File: src/rtl/mc_ctrl_stall.sv
// Multicycle RV32I control FSM with memory request/ready wait states, an optional
// wait timeout, an illegal-instruction trap and a retired-instruction counter.
module mc_ctrl_stall #(
  parameter int unsigned BRANCH_EXT     = 1,
  parameter int unsigned TIMEOUT_CYCLES = 0,
  parameter int unsigned CNT_W          = 32
) (
  input  logic             clk,
  input  logic             rst,
  input  logic [6:0]       op,
  input  logic [2:0]       funct3,
  input  logic             funct7b5,
  input  logic             Zero,
  input  logic             Lt,
  input  logic             Ltu,
  input  logic             mem_ready,
  output logic             MemReq,
  output logic             MemWrite,
  output logic             AdrSrc,
  output logic             IRWrite,
  output logic             PCWrite,
  output logic             RegWrite,
  output logic [1:0]       ResultSrc,
  output logic [1:0]       ALUSrcA,
  output logic [1:0]       ALUSrcB,
  output logic [2:0]       ImmSrc,
  output logic [3:0]       ALUControl,
  output logic             illegal,
  output logic             timeout,
  output logic [CNT_W-1:0] instr_count
);

  localparam int unsigned WAIT_W = (TIMEOUT_CYCLES > 0) ? $clog2(TIMEOUT_CYCLES + 1) : 1;

  localparam logic [3:0] S_FETCH  = 4'd0;
  localparam logic [3:0] S_DECODE = 4'd1;
  localparam logic [3:0] S_MEMADR = 4'd2;
  localparam logic [3:0] S_MEMRD  = 4'd3;
  localparam logic [3:0] S_MEMWB  = 4'd4;
  localparam logic [3:0] S_MEMWR  = 4'd5;
  localparam logic [3:0] S_EXECR  = 4'd6;
  localparam logic [3:0] S_EXECI  = 4'd7;
  localparam logic [3:0] S_ALUWB  = 4'd8;
  localparam logic [3:0] S_BRANCH = 4'd9;
  localparam logic [3:0] S_JAL    = 4'd10;
  localparam logic [3:0] S_JALR   = 4'd11;
  localparam logic [3:0] S_JALWB  = 4'd12;
  localparam logic [3:0] S_LUI    = 4'd13;
  localparam logic [3:0] S_TRAP   = 4'd14;

  localparam logic [6:0] OP_LOAD   = 7'b0000011;
  localparam logic [6:0] OP_STORE  = 7'b0100011;
  localparam logic [6:0] OP_RTYPE  = 7'b0110011;
  localparam logic [6:0] OP_ITYPE  = 7'b0010011;
  localparam logic [6:0] OP_BRANCH = 7'b1100011;
  localparam logic [6:0] OP_JAL    = 7'b1101111;
  localparam logic [6:0] OP_JALR   = 7'b1100111;
  localparam logic [6:0] OP_LUI    = 7'b0110111;

  localparam logic [1:0] RES_ALUOUT = 2'b00;
  localparam logic [1:0] RES_DATA   = 2'b01;
  localparam logic [1:0] RES_ALURES = 2'b10;
  localparam logic [1:0] SRCA_PC    = 2'b00;
  localparam logic [1:0] SRCA_OLDPC = 2'b01;
  localparam logic [1:0] SRCA_RD1   = 2'b10;
  localparam logic [1:0] SRCB_RD2   = 2'b00;
  localparam logic [1:0] SRCB_IMM   = 2'b01;
  localparam logic [1:0] SRCB_FOUR  = 2'b10;
  localparam logic [2:0] IMM_I      = 3'b000;
  localparam logic [2:0] IMM_S      = 3'b001;
  localparam logic [2:0] IMM_B      = 3'b010;
  localparam logic [2:0] IMM_J      = 3'b011;
  localparam logic [2:0] IMM_U      = 3'b100;

  localparam logic [3:0] ALU_ADD   = 4'b0000;
  localparam logic [3:0] ALU_SUB   = 4'b0001;
  localparam logic [3:0] ALU_AND   = 4'b0010;
  localparam logic [3:0] ALU_OR    = 4'b0011;
  localparam logic [3:0] ALU_XOR   = 4'b0100;
  localparam logic [3:0] ALU_SLT   = 4'b0101;
  localparam logic [3:0] ALU_SLTU  = 4'b0110;
  localparam logic [3:0] ALU_SLL   = 4'b0111;
  localparam logic [3:0] ALU_SRL   = 4'b1000;
  localparam logic [3:0] ALU_SRA   = 4'b1001;
  localparam logic [3:0] ALU_PASSB = 4'b1010;

  logic [3:0]        state_q, state_d;
  logic [WAIT_W-1:0] wait_cnt_q, wait_cnt_d;
  logic [WAIT_W-1:0] wait_inc;
  logic              illegal_q, illegal_d;
  logic              timeout_q, timeout_d;
  logic [CNT_W-1:0]  count_q, count_d;

  logic       wait_st;
  logic       limit_hit;
  logic       br_legal;
  logic       br_taken;
  logic       mem_req_c;
  logic       mem_write_c;
  logic       adr_src_c;
  logic       ir_write_c;
  logic       pc_write_c;
  logic       reg_write_c;
  logic [1:0] result_src_c;
  logic [1:0] alu_src_a_c;
  logic [1:0] alu_src_b_c;
  logic [2:0] imm_src_c;
  logic [3:0] alu_ctl_c;

  // funct3 decode shared by register and immediate ALU ops
  function automatic logic [3:0] alu_dec(input logic [2:0] f3, input logic sub_sel,
                                         input logic sra_sel);
    logic [3:0] r;
    r = ALU_ADD;
    case (f3)
      3'b000:  r = sub_sel ? ALU_SUB : ALU_ADD;
      3'b001:  r = ALU_SLL;
      3'b010:  r = ALU_SLT;
      3'b011:  r = ALU_SLTU;
      3'b100:  r = ALU_XOR;
      3'b101:  r = sra_sel ? ALU_SRA : ALU_SRL;
      3'b110:  r = ALU_OR;
      default: r = ALU_AND;
    endcase
    return r;
  endfunction

  // Branch legality and condition; funct3 010/011 are never branches
  always_comb begin
    br_legal = (funct3 == 3'b000) || (funct3 == 3'b001) || ((BRANCH_EXT != 0) && funct3[2]);
    case (funct3)
      3'b000:  br_taken = Zero;
      3'b001:  br_taken = ~Zero;
      3'b100:  br_taken = Lt;
      3'b101:  br_taken = ~Lt;
      3'b110:  br_taken = Ltu;
      3'b111:  br_taken = ~Ltu;
      default: br_taken = 1'b0;
    endcase
  end

  // Next state, strobes, wait counter, trap flags and retire counter
  always_comb begin
    state_d      = state_q;
    wait_cnt_d   = '0;
    illegal_d    = illegal_q;
    timeout_d    = timeout_q;
    count_d      = count_q;
    wait_st      = 1'b0;
    wait_inc     = wait_cnt_q + WAIT_W'(1);
    limit_hit    = 1'b0;
    mem_req_c    = 1'b0;
    mem_write_c  = 1'b0;
    adr_src_c    = 1'b0;
    ir_write_c   = 1'b0;
    pc_write_c   = 1'b0;
    reg_write_c  = 1'b0;
    result_src_c = RES_ALUOUT;
    alu_src_a_c  = SRCA_PC;
    alu_src_b_c  = SRCB_RD2;
    imm_src_c    = IMM_I;
    alu_ctl_c    = ALU_ADD;

    case (state_q)
      S_FETCH: begin
        mem_req_c    = 1'b1;
        alu_src_b_c  = SRCB_FOUR;
        result_src_c = RES_ALURES;
        if (mem_ready) begin
          ir_write_c = 1'b1;
          pc_write_c = 1'b1;
          state_d    = S_DECODE;
        end else begin
          wait_st = 1'b1;
        end
      end
      S_DECODE: begin
        alu_src_a_c = SRCA_OLDPC;
        alu_src_b_c = SRCB_IMM;
        imm_src_c   = (op == OP_JAL) ? IMM_J : IMM_B;
        case (op)
          OP_LOAD, OP_STORE: state_d = S_MEMADR;
          OP_RTYPE:          state_d = S_EXECR;
          OP_ITYPE:          state_d = S_EXECI;
          OP_BRANCH:         state_d = br_legal ? S_BRANCH : S_TRAP;
          OP_JAL:            state_d = S_JAL;
          OP_JALR:           state_d = S_JALR;
          OP_LUI:            state_d = S_LUI;
          default:           state_d = S_TRAP;
        endcase
      end
      S_MEMADR: begin
        alu_src_a_c = SRCA_RD1;
        alu_src_b_c = SRCB_IMM;
        imm_src_c   = op[5] ? IMM_S : IMM_I;
        state_d     = op[5] ? S_MEMWR : S_MEMRD;
      end
      S_MEMRD: begin
        mem_req_c = 1'b1;
        adr_src_c = 1'b1;
        if (mem_ready) state_d = S_MEMWB;
        else           wait_st = 1'b1;
      end
      S_MEMWB: begin
        result_src_c = RES_DATA;
        reg_write_c  = 1'b1;
        state_d      = S_FETCH;
      end
      S_MEMWR: begin
        mem_req_c   = 1'b1;
        mem_write_c = 1'b1;
        adr_src_c   = 1'b1;
        if (mem_ready) state_d = S_FETCH;
        else           wait_st = 1'b1;
      end
      S_EXECR: begin
        alu_src_a_c = SRCA_RD1;
        alu_src_b_c = SRCB_RD2;
        alu_ctl_c   = alu_dec(funct3, funct7b5, funct7b5);
        state_d     = S_ALUWB;
      end
      S_EXECI: begin
        alu_src_a_c = SRCA_RD1;
        alu_src_b_c = SRCB_IMM;
        imm_src_c   = IMM_I;
        alu_ctl_c   = alu_dec(funct3, 1'b0, funct7b5);
        state_d     = S_ALUWB;
      end
      S_ALUWB: begin
        result_src_c = RES_ALUOUT;
        reg_write_c  = 1'b1;
        state_d      = S_FETCH;
      end
      S_BRANCH: begin
        alu_src_a_c  = SRCA_RD1;
        alu_src_b_c  = SRCB_RD2;
        alu_ctl_c    = ALU_SUB;
        result_src_c = RES_ALUOUT;
        pc_write_c   = br_taken;
        state_d      = S_FETCH;
      end
      S_JAL: begin
        // PC takes the target latched in DECODE while the ALU forms the link address
        result_src_c = RES_ALUOUT;
        pc_write_c   = 1'b1;
        alu_src_a_c  = SRCA_OLDPC;
        alu_src_b_c  = SRCB_FOUR;
        state_d      = S_ALUWB;
      end
      S_JALR: begin
        alu_src_a_c  = SRCA_RD1;
        alu_src_b_c  = SRCB_IMM;
        imm_src_c    = IMM_I;
        result_src_c = RES_ALURES;
        pc_write_c   = 1'b1;
        state_d      = S_JALWB;
      end
      S_JALWB: begin
        alu_src_a_c  = SRCA_OLDPC;
        alu_src_b_c  = SRCB_FOUR;
        result_src_c = RES_ALURES;
        reg_write_c  = 1'b1;
        state_d      = S_FETCH;
      end
      S_LUI: begin
        alu_src_b_c = SRCB_IMM;
        imm_src_c   = IMM_U;
        alu_ctl_c   = ALU_PASSB;
        state_d     = S_ALUWB;
      end
      S_TRAP: state_d = S_TRAP;
      default: state_d = S_TRAP;
    endcase

    // Last allowed wait cycle without ready aborts the access with no strobes
    if (wait_st) begin
      limit_hit = (TIMEOUT_CYCLES != 0) && (wait_inc == WAIT_W'(TIMEOUT_CYCLES));
      if (limit_hit) begin
        state_d      = S_TRAP;
        timeout_d    = 1'b1;
        mem_req_c    = 1'b0;
        mem_write_c  = 1'b0;
        adr_src_c    = 1'b0;
        ir_write_c   = 1'b0;
        pc_write_c   = 1'b0;
        reg_write_c  = 1'b0;
        result_src_c = RES_ALUOUT;
        alu_src_a_c  = SRCA_PC;
        alu_src_b_c  = SRCB_RD2;
        imm_src_c    = IMM_I;
        alu_ctl_c    = ALU_ADD;
      end else if (TIMEOUT_CYCLES != 0) begin
        wait_cnt_d = wait_inc;
      end
    end

    if (state_d == S_TRAP) illegal_d = 1'b1;
    if ((state_d == S_FETCH) && (state_q != S_FETCH)) count_d = count_q + CNT_W'(1);
  end

  always_ff @(posedge clk or negedge rst) begin
    if (!rst) begin
      state_q    <= S_FETCH;
      wait_cnt_q <= '0;
      illegal_q  <= 1'b0;
      timeout_q  <= 1'b0;
      count_q    <= '0;
    end else begin
      state_q    <= state_d;
      wait_cnt_q <= wait_cnt_d;
      illegal_q  <= illegal_d;
      timeout_q  <= timeout_d;
      count_q    <= count_d;
    end
  end

  // Strobes are held low for as long as reset is asserted
  assign MemReq      = rst & mem_req_c;
  assign MemWrite    = rst & mem_write_c;
  assign AdrSrc      = rst & adr_src_c;
  assign IRWrite     = rst & ir_write_c;
  assign PCWrite     = rst & pc_write_c;
  assign RegWrite    = rst & reg_write_c;
  assign ResultSrc   = rst ? result_src_c : 2'b00;
  assign ALUSrcA     = rst ? alu_src_a_c : 2'b00;
  assign ALUSrcB     = rst ? alu_src_b_c : 2'b00;
  assign ImmSrc      = rst ? imm_src_c : 3'b000;
  assign ALUControl  = rst ? alu_ctl_c : 4'b0000;
  assign illegal     = illegal_q;
  assign timeout     = timeout_q;
  assign instr_count = count_q;

endmodule

File: config.mk
export PLATFORM = sky130hd
export DESIGN_NAME = mc_ctrl_stall
export DESIGN_NICKNAME = d
export VERILOG_FILES = /design/src/rtl/mc_ctrl_stall.sv
export SDC_FILE = /design/constraint.sdc
export NUM_CORES = 1
export LEC_CHECK = 0
export ABC_AREA = 1
export BUFFER_PORTS_ARGS = -buffer_cell sky130_fd_sc_hd__buf_2
export CAP_MARGIN = 25
export CORE_MARGIN = 2
export CORE_UTILIZATION = 49
export DETAILED_ROUTE_END_ITERATION = 8
export MAX_ROUTING_LAYER = met4
export PLACE_DENSITY = 0.81
export SYNTH_ARGS = -nofsm -noshare
export SYNTH_HDL_FRONTEND = slang
export SYNTH_SLANG_ARGS = --single-unit
File: constraint.sdc
create_clock -name clk -period 1.5 [get_ports clk]
set_input_delay 0.375 -clock clk [delete_from_list [all_inputs] [get_ports clk]]
set_output_delay 0.375 -clock clk [all_outputs]
set_load 0.05 [all_outputs]
==> impl_metrics.xml <==
<?xml version="1.0" encoding="UTF-8"?>
<metrics>
  <group name="clocking">
    <metric name="latest_clock_arrival_within_the_worst_skew_pair" unit="ns">0.30</metric>
    <metric name="cts_tree" unit="">built</metric>
    <metric name="tritoncts_num_sinks" unit="">37</metric>
    <metric name="clock-root-buffer" unit="">clkbuf_8</metric>
    <metric name="cts_buffers" unit="">5</metric>
    <metric name="h_tree_level_count" unit="">2</metric>
    <metric name="clk_pin_slew" unit="ns">0.09</metric>
    <metric name="clock_path_buffers" unit="">2</metric>
    <metric name="postCtsHoldBufs" unit="">0</metric>
  </group>
  <group name="synth">
    <metric name="synth_compound_gate_area_share" unit="%">4.606</metric>
    <metric name="ys_dominant_reg_cell" unit="">dfrtp_1</metric>
    <metric name="netlist.top_cell.by_area" unit="">dfrtp_1</metric>
    <metric name="postSynthAreaPerCell" unit="um^2">6.166</metric>
    <metric name="ys_seq_elements" unit="">37</metric>
    <metric name="synthCells" unit="">489</metric>
    <metric name="synth.top_cell.area_share" unit="%">30.71</metric>
    <metric name="syn_nets" unit="">507</metric>
    <metric name="synth-seq-area-share" unit="%">30.71</metric>
    <metric name="synth_simple_gate_area_share" unit="%">52.28</metric>
    <metric name="yosys-top-cells-area" unit="">dfrtp_1 (31%), nand2_1 (26%), nor2_1 (9.6%)</metric>
    <metric name="synthXorXnorAreaFrac" unit="%">4.357</metric>
    <metric name="multiplexer_share_of_the_synthesized_area" unit="%">0</metric>
    <metric name="synth_top_family_by_area" unit="">simple AND/OR/NAND/NOR gates</metric>
    <metric name="ys.warnings.count" unit="">0</metric>
    <metric name="synth_adder_area_share" unit="%">0.4149</metric>
    <metric name="synth_async_sr_flop_share" unit="%">100.0</metric>
    <metric name="synth_cell_types" unit="">32</metric>
    <metric name="synth-edff-count" unit="">0</metric>
    <metric name="syn_area" unit="um^2">3015</metric>
  </group>
  <group name="grt">
    <metric name="gr-usage-all-layers" unit="%">40.42</metric>
    <metric name="grt_first_pass_wirelength" unit="mm">19.95</metric>
    <metric name="number_of_global_route_vias_before_repair" unit="">4083</metric>
    <metric name="initial_antenna_violation_count" unit="">0</metric>
    <metric name="grt_start_max_net_pins" unit="">23</metric>
    <metric name="grt_overflow" unit="">0</metric>
  </group>
  <group name="critical_path">
    <metric name="max_stage_delay" unit="ns">0.45</metric>
    <metric name="cell_class_contributing_the_biggest_share_of_worst_path_delay" unit="">simple AND/OR/NAND/NOR gates</metric>
    <metric name="critPathKind" unit="">register to output pin</metric>
    <metric name="cp_slowest_cell" unit="">dfrtp_2</metric>
    <metric name="cp-start-kind" unit="">register</metric>
    <metric name="worst-r2r-setup-slack" unit="ns">-0.75</metric>
    <metric name="regToRegStartpoint" unit="">state_q[1]$_DFF_PN0_</metric>
    <metric name="worstPathMaxFanout" unit="">4</metric>
    <metric name="critical_path_required" unit="ns">1.12</metric>
    <metric name="cells_along_the_critical_path" unit="">inv_4 &gt; nor2_4 &gt; nand2_2 &gt; inv_2 &gt; buf_6 &gt; nand2_1 &gt; nand2_1 &gt; o21ai_2 &gt; inv_2 &gt; buf_8</metric>
    <metric name="path_buf_inv" unit="">5</metric>
    <metric name="worstReg2RegEnd" unit="">instr_count[27]$_DFFE_PN0P_</metric>
    <metric name="crit_path_end_kind" unit="">output pin</metric>
    <metric name="critical_path_arrival" unit="ns">1.89</metric>
    <metric name="ff2ff_path_depth" unit="">12</metric>
  </group>
  <group name="final_layout">
    <metric name="finish.cell_count_without_fillers" unit="">738</metric>
    <metric name="final_area" unit="um^2">5354</metric>
    <metric name="antenna_cells" unit="">0</metric>
    <metric name="sequential_cell_area" unit="um^2">942.2</metric>
    <metric name="fillCellCount" unit="">245</metric>
    <metric name="utilization" unit="%">90.43</metric>
    <metric name="multi_input_comb_area" unit="um^2">2425</metric>
    <metric name="flow.area_growth_from_synthesis" unit="%">77.55</metric>
    <metric name="layout.nets" unit="">680</metric>
    <metric name="ratio_of_cells_with_drive_above_1_in_the_final_layout" unit="%">47.51</metric>
  </group>
  <group name="placed_design">
    <metric name="dpl_cell_area" unit="um^2">4375</metric>
    <metric name="io_buffer_count" unit="">68</metric>
    <metric name="post-place-cells" unit="">706</metric>
    <metric name="place.gp.congestion" unit="">0.9391</metric>
    <metric name="dpl.hpwl" unit="mm">8.242</metric>
  </group>
  <group name="timing">
    <metric name="layout_min_cycle_time" unit="ns">2.263</metric>
    <metric name="final_critical_path_setup_slack" unit="ns">-0.7628</metric>
    <metric name="setup-violations-final" unit="">61</metric>
    <metric name="hold_viol_final" unit="">0</metric>
    <metric name="fin_worst_skew" unit="ns">0.01521</metric>
    <metric name="achievable-frequency" unit="GHz">0.4419</metric>
    <metric name="grt_setup_unrepaired" unit="">yes</metric>
    <metric name="final_min_period_over_clock_period" unit="%">150.9</metric>
    <metric name="report.final.slew_viol_count" unit="">0</metric>
  </group>
  <group name="power">
    <metric name="ir_drop" unit="mV">1.214</metric>
    <metric name="cellPowerDensity" unit="nW/um^2">1665</metric>
    <metric name="leakage_power_summed_over_all_cells" unit="nW">2.638</metric>
    <metric name="total_power" unit="mW">8.915</metric>
  </group>
  <group name="route">
    <metric name="avgViaCountPerCell" unit="">6.645</metric>
    <metric name="avgRoutedWirePerCell" unit="um">23.83</metric>
    <metric name="drtAntennaViolNets" unit="">0</metric>
    <metric name="route.detailed.drc" unit="">63</metric>
    <metric name="drtPass1Iterations" unit="">9</metric>
    <metric name="dr.first_iter.drc_count" unit="">958</metric>
    <metric name="route.final.wire_length" unit="mm">17.59</metric>
    <metric name="vias" unit="">4904</metric>
  </group>
  <group name="status">
    <metric name="violations" unit="">DRC, setup timing</metric>
    <metric name="status" unit="">complete, but fails checks</metric>
  </group>
  <group name="flow_run">
    <metric name="max_cap_violations" unit="">0</metric>
  </group>
  <group name="floorplanning">
    <metric name="num_rows" unit="">28</metric>
    <metric name="die-area" unit="um^2">6797</metric>
    <metric name="die_width" unit="um">82.45</metric>
    <metric name="initial_core_util" unit="%">50.93</metric>
    <metric name="die_y" unit="um">82.45</metric>
    <metric name="fp.coreArea" unit="um^2">5921</metric>
    <metric name="design.portCount" unit="">70</metric>
  </group>
  <group name="hold_path">
    <metric name="worst_hold_path_type" unit="">input pin to asynchronous set/reset pin</metric>
  </group>
</metrics>
==> through the flow <==
stage          hold slack, ns  setup WS [ns]  TNS (ns)
2_1_floorplan         0.07941        -0.2312    -7.170
5_1_grt                0.2345         -1.033    -41.00
3_5_place_dp           0.4646        -0.5115    -17.19
6_report               0.2315        -0.7628    -34.88
4_1_cts                0.1968        -0.5357    -24.00
3_3_place_gp           0.4476        -0.3992    -13.90
==> power breakdown <==
part	switching (mW)	internal, mW	leakage [nW]
Sequential	0.179	1.12	0.484
Combinational	3.76	2.76	2.09
Clock	0.417	0.670	0.0687
==> cells in the mapped netlist (6+ instances only) <==
cell,instances
nand2_1,209
nor2_1,77
dfrtp_1,37
nand4_1,35
inv_1,30
nand3_1,14
nand3b_1,14
xor2_1,11
buf_2,7
a21oi_1,6
buf_4,6
o21ai_0,6
==> final cells by class <==
class,count,share of cell area [%]
repair buffers,181,30.05
clock buffers,5,1.285
multi-input cells,402,45.29
clock inverters,3,1.285
well taps,75,1.753
inverters,35,2.734
flip-flops and latches,37,17.60
==> sequential cells by signal, indices dropped and copies added, names as in the netlist <==
| register | cells |
|---|---|
| illegal | 1 |
| instr_count | 32 |
| state_q | 4 |
==> how the worst max path moves through the flow <==
stage / slack (ns) / endpoint / from / cells after the start
after floorplan: -0.23 / ImmSrc[0] / state_q[3]$_DFF_PN0_ / 5
after global placement: -0.40 / PCWrite / funct3[1] / 9
after detailed placement: -0.51 / PCWrite / funct3[1] / 9
after CTS: -0.54 / ALUSrcB[0] / state_q[2]$_DFF_PN0_ / 6
after global routing: -1.03 / instr_count[16]$_DFFE_PN0P_ / state_q[3]$_DFF_PN0_ / 12
final: -0.76 / ALUControl[0] / state_q[2]$_DFF_PN0_ / 10
==> logic make-up (layout without fill, tap and decap cells) <==
logic type | count (synthesis) | after routing
DFF | 37 | 37
other | 1 | 1
xor gates and xnor gates | 15 | 15
buffers and inverters | 50 | 224
and+or+nand+nor | 361 | 361
adders and majority gates | 1 | 1
AOI/OAI and AO/OA | 24 | 24
==> layout by cell type (no fill, tap or decap), drive strengths merged, types with 2 or more instances in the layout <==
cell	n
nand3	16
dfrtp	37
inv	36
nand2	210
a31oi	5
nor4	2
nand4	35
o21ai	9
clkbuf	12
nor3	2
buf	174
nor2	82
bufinv	2
nand3b	14
xor2	11
xnor2	4
a21oi	6
==> per-layer routing <==
layer | vias to the layer above | track usage, % | routed length, um
li1 | 1924 | - | -
met3 | 242 | 11.52 | 2479
met4 | 0 | 23.00 | 1839
met1 | 2187 | 45.45 | 5666
met2 | 551 | 64.35 | 7605
met5 | - | - | 0
==> worst reg2reg max path, cell delays in order (launching register included) <==
cell and delay (ns):
dfrtp_2 0.51, nand2_4 0.16, inv_2 0.07, buf_4 0.13, nand2_1 0.08, o21ai_1 0.13
nor2_1 0.20, nand2_2 0.11, nor2_4 0.18, nand3_4 0.19, clkbuf_16 0.24, nand2_1 0.07
nand2_1 0.08
==> timing repair <==
| item | CTS | global route |
|---|---|---|
| setup buffers | 13 | 11 |
| hold endpoints to repair | 0 | 0 |
| gates resized for setup | 83 | 88 |
| pin swaps | 16 | 19 |
| setup endpoints to repair | 53 | 62 |
| gates cloned | 2 | 3 |
Power figures use the tool's default switching activity.
